<file path="src/rtl/gb_bus_unit.sv">
// SM83 memory-bus M-cycle sequencer (T1..T4 with wait states) and register-file
// write-back driver for load data and the IDU inc/dec result.
package gb_bus_unit_pkg;
    typedef enum logic [3:0] {
        REG_B, REG_C, REG_D, REG_E, REG_H, REG_L, REG_A, REG_F, REG_W, REG_Z
    } register_n_t;
    typedef enum logic [2:0] {
        REG_BC, REG_DE, REG_HL, REG_SP, REG_PC, REG_WZ, REG_AF
    } register_nn_t;
endpackage

module gb_bus_unit
    import gb_bus_unit_pkg::*;
#(
    parameter int          TIMEOUT  = 16,
    parameter logic [7:0]  OPEN_BUS = 8'hFF
) (
    input  logic          clk,
    input  logic          rst,
    input  logic          req,
    input  logic [1:0]    bus_op,
    input  logic [15:0]   addr_in,
    input  logic [7:0]    wdata_in,
    input  logic          dest_en,
    input  register_n_t   dest_reg,
    input  logic [1:0]    idu_op,
    input  register_nn_t  idu_reg,
    gb_bus_unit_if.master bus,
    output logic          write_r,
    output register_n_t   write_reg_r,
    output logic [7:0]    data_in_r,
    output logic          write_rr,
    output register_nn_t  write_reg_rr,
    output logic [15:0]   data_in_rr,
    output logic          busy,
    output logic          done,
    output logic          timeout
);
    localparam int CW = $clog2(TIMEOUT + 1);

    typedef enum logic [2:0] {IDLE, T1, T2, T3, T4} state_t;

    state_t       state, state_nx;
    logic [15:0]  a_addr;
    logic [1:0]   a_op;
    logic [7:0]   a_wdata;
    logic         a_dest_en;
    register_n_t  a_dest_reg;
    logic [1:0]   a_idu_op;
    register_nn_t a_idu_reg;
    logic [7:0]   rdata_q;
    logic [CW-1:0] stall_cnt;
    logic         to_flag;

    logic take, stall, cap_rd, cap_to;
    logic is_rd, is_wr, idu_inc, idu_dec;

    assign is_rd   = (a_op == 2'b01);
    assign is_wr   = (a_op == 2'b10);
    assign idu_inc = (a_idu_op == 2'b01);
    assign idu_dec = (a_idu_op == 2'b10);
    assign take    = req && (state == IDLE || state == T4);

    always_ff @(posedge clk) begin
        if (rst) begin
            state      <= IDLE;
            a_addr     <= '0;
            a_op       <= '0;
            a_wdata    <= '0;
            a_dest_en  <= 1'b0;
            a_dest_reg <= REG_B;
            a_idu_op   <= '0;
            a_idu_reg  <= REG_BC;
            rdata_q    <= '0;
            stall_cnt  <= '0;
            to_flag    <= 1'b0;
        end else begin
            state <= state_nx;
            if (take) begin
                a_addr     <= addr_in;
                a_op       <= bus_op;
                a_wdata    <= wdata_in;
                a_dest_en  <= dest_en;
                a_dest_reg <= dest_reg;
                a_idu_op   <= idu_op;
                a_idu_reg  <= idu_reg;
                rdata_q    <= '0;
                stall_cnt  <= '0;
                to_flag    <= 1'b0;
            end else begin
                if (stall)  stall_cnt <= stall_cnt + 1'b1;
                if (cap_rd) rdata_q   <= bus.mem_rdata;
                if (cap_to) begin
                    rdata_q <= OPEN_BUS;
                    to_flag <= 1'b1;
                end
            end
        end
    end

    always_comb begin
        state_nx = state;
        stall    = 1'b0;
        cap_rd   = 1'b0;
        cap_to   = 1'b0;
        case (state)
            IDLE: if (req) state_nx = T1;
            T1:   state_nx = T2;
            T2:   state_nx = T3;
            T3: begin
                if (!(is_rd || is_wr)) begin
                    state_nx = T4;
                end else if (bus.mem_ready) begin
                    cap_rd   = is_rd;
                    state_nx = T4;
                end else if (stall_cnt == CW'(TIMEOUT - 1)) begin
                    // this not-ready cycle is the TIMEOUT-th stall: give up
                    cap_to   = 1'b1;
                    state_nx = T4;
                end else begin
                    stall = 1'b1;
                end
            end
            T4:      state_nx = req ? T1 : IDLE;
            default: state_nx = IDLE;
        endcase
    end

    assign busy          = (state != IDLE);
    assign done          = (state == T4);
    assign timeout       = (state == T4) && to_flag;
    assign bus.mem_addr  = busy ? a_addr : 16'h0000;
    assign bus.mem_rd    = is_rd && (state == T1 || state == T2 || state == T3);
    assign bus.mem_wr    = is_wr && (state == T2 || state == T3);
    assign bus.mem_wdata = bus.mem_wr ? a_wdata : 8'h00;

    assign write_r      = done && is_rd && a_dest_en;
    assign write_reg_r  = write_r ? a_dest_reg : REG_B;
    assign data_in_r    = write_r ? rdata_q : 8'h00;
    assign write_rr     = done && (idu_inc || idu_dec);
    assign write_reg_rr = write_rr ? a_idu_reg : REG_BC;
    assign data_in_rr   = !done  ? 16'h0000 :
                          idu_inc ? a_addr + 16'h0001 :
                          idu_dec ? a_addr - 16'h0001 : 16'h0000;
endmodule

</file>
<file path="src/rtl/gb_bus_unit_if.sv">
// Memory-side bus of the SM83 M-cycle sequencer: address, strobes, data, ready.
interface gb_bus_unit_if;
    logic [15:0] mem_addr;
    logic        mem_rd;
    logic        mem_wr;
    logic [7:0]  mem_wdata;
    logic [7:0]  mem_rdata;
    logic        mem_ready;

    modport master (output mem_addr, mem_rd, mem_wr, mem_wdata,
                    input  mem_rdata, mem_ready);
    modport slave  (input  mem_addr, mem_rd, mem_wr, mem_wdata,
                    output mem_rdata, mem_ready);
endinterface

</file>
<file path="src/flat_wrapper.sv">
// flat-port wrapper written by rule: the top's interface ports become plain ports
module gb_bus_unit_flat import gb_bus_unit_pkg::*;
#(
    parameter int          TIMEOUT  = 16,
    parameter logic [7:0]  OPEN_BUS = 8'hFF
)
  (clk, rst, req, bus_op, addr_in, wdata_in, dest_en, dest_reg, idu_op, idu_reg, write_r, write_reg_r, data_in_r, write_rr, write_reg_rr, data_in_rr, busy, done, timeout, bus_mem_addr, bus_mem_rd, bus_mem_wr, bus_mem_wdata, bus_mem_rdata, bus_mem_ready);
  gb_bus_unit_if bus_i ();
  input  logic clk;
  input  logic rst;
  input  logic req;
  input  logic [1:0] bus_op;
  input  logic [15:0] addr_in;
  input  logic [7:0] wdata_in;
  input  logic dest_en;
  input  register_n_t dest_reg;
  input  logic [1:0] idu_op;
  input  register_nn_t idu_reg;
  output logic write_r;
  output register_n_t write_reg_r;
  output logic [7:0] data_in_r;
  output logic write_rr;
  output register_nn_t write_reg_rr;
  output logic [15:0] data_in_rr;
  output logic busy;
  output logic done;
  output logic timeout;
  output wire logic [$bits(bus_i.mem_addr)-1:0] bus_mem_addr;
  output wire logic [$bits(bus_i.mem_rd)-1:0] bus_mem_rd;
  output wire logic [$bits(bus_i.mem_wr)-1:0] bus_mem_wr;
  output wire logic [$bits(bus_i.mem_wdata)-1:0] bus_mem_wdata;
  input wire logic [$bits(bus_i.mem_rdata)-1:0] bus_mem_rdata;
  input wire logic [$bits(bus_i.mem_ready)-1:0] bus_mem_ready;
  assign bus_mem_addr = bus_i.mem_addr;
  assign bus_mem_rd = bus_i.mem_rd;
  assign bus_mem_wr = bus_i.mem_wr;
  assign bus_mem_wdata = bus_i.mem_wdata;
  assign bus_i.mem_rdata = bus_mem_rdata;
  assign bus_i.mem_ready = bus_mem_ready;
  gb_bus_unit #(.TIMEOUT(TIMEOUT), .OPEN_BUS(OPEN_BUS)) u_core (.clk(clk), .rst(rst), .req(req), .bus_op(bus_op), .addr_in(addr_in), .wdata_in(wdata_in), .dest_en(dest_en), .dest_reg(dest_reg), .idu_op(idu_op), .idu_reg(idu_reg), .bus(bus_i), .write_r(write_r), .write_reg_r(write_reg_r), .data_in_r(data_in_r), .write_rr(write_rr), .write_reg_rr(write_reg_rr), .data_in_rr(data_in_rr), .busy(busy), .done(done), .timeout(timeout));
endmodule
</file>
<file path="config.mk">
export PLATFORM = sky130hd
export DESIGN_NAME = gb_bus_unit_flat
export DESIGN_NICKNAME = d
export VERILOG_FILES = /design/src/rtl/gb_bus_unit.sv /design/src/rtl/gb_bus_unit_if.sv /design/src/flat_wrapper.sv
export SDC_FILE = /design/constraint.sdc
export NUM_CORES = 1
export LEC_CHECK = 0
export CAP_MARGIN = 20
export CORE_AREA = 2 2 74 76
export CTS_BUF_LIST = sky130_fd_sc_hd__clkbuf_16
export DETAILED_ROUTE_END_ITERATION = 8
export DIE_AREA = 0 0 76 78
export DONT_BUFFER_PORTS = 1
export GPL_ROUTABILITY_DRIVEN = 0
export HOLD_SLACK_MARGIN = 0.05
export PLACE_DENSITY = 0.89
export SLEW_MARGIN = 20
export SYNTH_ARGS = -nofsm -noshare
export SYNTH_HDL_FRONTEND = slang
export SYNTH_SLANG_ARGS = --single-unit
</file>
<file path="constraint.sdc">
create_clock -name clk -period 2.6 [get_ports clk]
set_input_delay 0.39 -clock clk [delete_from_list [all_inputs] [get_ports clk]]
set_output_delay 0.39 -clock clk [all_outputs]
set_load 0.005 [all_outputs]
</file>
==> run_results.csv <==
group,metric,value,unit
run_status,outcome,"finished, final reports clean",
clock_tree,clk_latency,0.29,ns
cells_and_area,final_cells,482,
placement,placed_area,3174,sq um
cells_and_area,utilization,0.6588,
cells_and_area,multi_input_area,1899,sq um
floorplan,die_w,76,microns
detailed_routing,drtIter0Drc,195,
detailed_routing,antenna_left,0,
sta,rsz0062_at_grt,"yes",
pwr,p_switching,0.5522,mW
worst_setup_path,crit_fanout,7,
sta,worst_pin_slew,0.5070,ns
detailed_routing,post_drt_wl_per_cell,16.02,microns
global_routing,grt_max_degree,41,
cells_and_area,top_regs,"u_core.a_addr (16), u_core.a_wdata (8), u_core.rdata_q (8)",
worst_setup_path,path_buf_inv,0,
yosys,seq_area_frac_synth,0.3388,
placement,dp.cells,475,
yosys,ys.flop_type,"dfxtp_1",
yosys,synth_edf_count,0,
worst_setup_path,critical_path.slowest_cell,"or4_1",
clock_tree,cts_made_buffers,5,
pwr,seqPwrFrac,0.486,
worst_hold_path,hold_class,"input pin to flop",
sta,max_slew_margin,0.6609,
floorplan,rows,26,
sta,period_share,0.9829,
cells_and_area,regMostFlops,"u_core.a_addr",
global_routing,grt_pass1_wl,12.48,mm
cells_and_area,nFillCells,430,
yosys,syn_area,3132,sq um
yosys,syn_inst,428,
floorplan,dieHeight,78,microns
sta,drv_slew,0,
cells_and_area,largest_register_ffs,16,
sta,fin_tns_setup,0,ns
cells_and_area,area_growth,6.073,%
worst_setup_path,cp-end-kind,"primary output",
placement,io_buffer_count,0,
detailed_routing,drc,0,
floorplan,die_area,5928,sq um
sta,hold_viol_final,0,
yosys,yosysUniqueCellTypes,48,
yosys,avgSynthCellArea,7.317,sq um
global_routing,grt.overflow.total,0,
placement,dp_worst_setup_slack,0.3392,ns
clock_tree,hold_buffers,0,
pwr,cellPowerDensity,570.3,nW/um^2
clock_tree,cts.htree.levels,2,
floorplan,coreArea,5042,sq um
pwr,internal_power,1.342,mW
clock_tree,post_cts_buffers,0,
sta,worst_slack,0.04438,ns
worst_setup_path,rrSetupSlack,0.51,ns
sta,fin_crit,2.556,ns
worst_setup_path,worst_ep_arrival_time,2.17,ns
yosys,syn_nets,484,
global_routing,grt_pass1_vias,2760,
pwr,power_frac_clock,0.325,
worst_setup_path,worst_path_dominant_cell_family,"simple AND/OR/NAND/NOR gates",
worst_setup_path,worstPathRequired,2.21,ns
pwr,vdd_ir_drop_max,0.4678,mV
global_routing,antenna_found_initial,0,
clock_tree,clk_pin_slew,0.06,ns
global_routing,grtUsageTotal,0.2538,
worst_setup_path,path_class,"flop to primary output",
floorplan,io_pins,110,
pwr,total_power,1.894,mW
cells_and_area,antenna_cells,0,
cells_and_area,drive_gt1_frac,0.08252,
sta,clock.fmax,0.3913,GHz
pwr,switching_share,0.2915,
yosys,async_flop_share,0,
cells_and_area,nNetsFinal,468,
detailed_routing,vias,2981,
sta,setup_viol,0,
pwr,p_comb_frac,0.189,
sta,skew,0.003702,ns
clock_tree,cts_tree,"yes",
sta,timing.hold.ws,0.1650,ns
clock_tree,clock_sinks,53,
worst_setup_path,start_kind,"flop",
worst_setup_path,crit_chain,"or4_1, nor4_1, a221oi_1, a21oi_1",
detailed_routing,wl,7.722,mm
run,maxCapViolCount,0,
detailed_routing,viasPerCell,6.185,
pwr,leakage,1.157,nW
floorplan,start_util,0.6211,
placement,hpwl,5.617,mm
clock_tree,cts_root_buf,"clkbuf_16",
worst_setup_path,slowest_delay,0.69,ns
yosys,ys_seq_elements,53,
yosys,yosysWarnings,0,
clock_tree,cts_buffer_depth,2,
cells_and_area,layout.area.seq,1064,sq um
detailed_routing,firstDrtPassIters,9,
cells_and_area,final_area,3322,sq um
[cell usage after synthesis (3+ instances only)]
cell	number	area share
nor2_1	24	0.029
nand4_1	4	0.0080
nor4_1	11	0.022
or4_1	4	0.0096
nand3_1	9	0.014
and2_1	24	0.048
dfxtp_1	53	0.34
nand2b_1	3	0.0060
clkbuf_1	31	0.037
ha_1	8	0.032
or2_2	3	0.0060
mux2i_1	11	0.035
o221a_2	4	0.014
nor2b_1	13	0.026
inv_1	13	0.016
a21oi_1	53	0.085
nand2_1	83	0.099
nor3_1	19	0.030
o21ai_0	6	0.0096
or3_1	4	0.0080
xnor2_1	6	0.017
a221oi_1	5	0.014
[final cells by class]
cell class	instances	area share
Clock buffer	5	0.03766
Clock inverter	2	0.002260
Inverter	13	0.01469
Multi-Input combinational cell	327	0.5718
Sequential cell	53	0.3202
Tap cell	70	0.02637
Timing Repair Buffer	12	0.02712
[worst register-to-register path: stages, from the launching register on]
cell and delay, ns:
dfxtp_1 0.34, ha_1 0.22, and3_1 0.18, ha_1 0.20
or3_1 0.45, nor2_1 0.31, mux2i_1 0.22, nor2_1 0.05
[repair_timing]
item	in CTS	in global routing
endpoints found under the hold margin	0	0
setup endpoints to repair	0	17
gates resized for setup	0	5
[final timing paths]
check | start | endpoint | cells past startpoint
setup / recovery | u_core.a_addr[2] | data_in_rr[14] | 4
hold / removal | rst | u_core.a_wdata[5] | 1
setup reg to reg | u_core.stall_cnt[0] | u_core.stall_cnt[1] | 7
hold reg to reg | u_core.a_dest_reg[3] | u_core.a_dest_reg[3] | 2
[layout by cell type, fill, tap and decap left out, drive strengths merged, types with 6 or more instances in the layout]
cell,instances
a21oi,53
and2,24
buf,12
dfxtp,53
ha,8
inv,14
mux2i,11
nand2,83
nand3,9
nor2,24
nor2b,13
nor3,20
nor4,11
o21ai,6
xnor2,6
[layer usage]
layer	GRT usage	wire length, microns	vias up
met1	0.3018	3079	1353
met2	0.4420	3764	166
li1	-	-	1444
met3	0.07326	738	18
met5	0	0	-
met4	0.08364	140	0
[power by group through the flow]
stage / Sequential [mW] / Combinational [mW] / Clock (mW)
2_1_floorplan: 0.902 / 0.314 / 0
3_3_place_gp: 0.932 / 0.342 / 0
3_5_place_dp: 0.935 / 0.355 / 0
4_1_cts: 0.917 / 0.356 / 0.625
5_1_grt: 0.927 / 0.404 / 0.661
6_report: 0.920 / 0.359 / 0.616
[logic make-up (layout without fill, tap and decap cells)]
kind of cell	Yosys count	count (layout)	synth area share
and+or+nand+nor	215	215	0.3456
adders and majority gates	8	8	0.03196
DFF	53	53	0.3388
xor gates and xnor gates	7	7	0.01958
buffers and inverters	48	32	0.06033
muxes	11	11	0.03516
AOI/OAI and AO/OA	86	86	0.1686
Note: power is estimated with default switching activity, not from simulation.
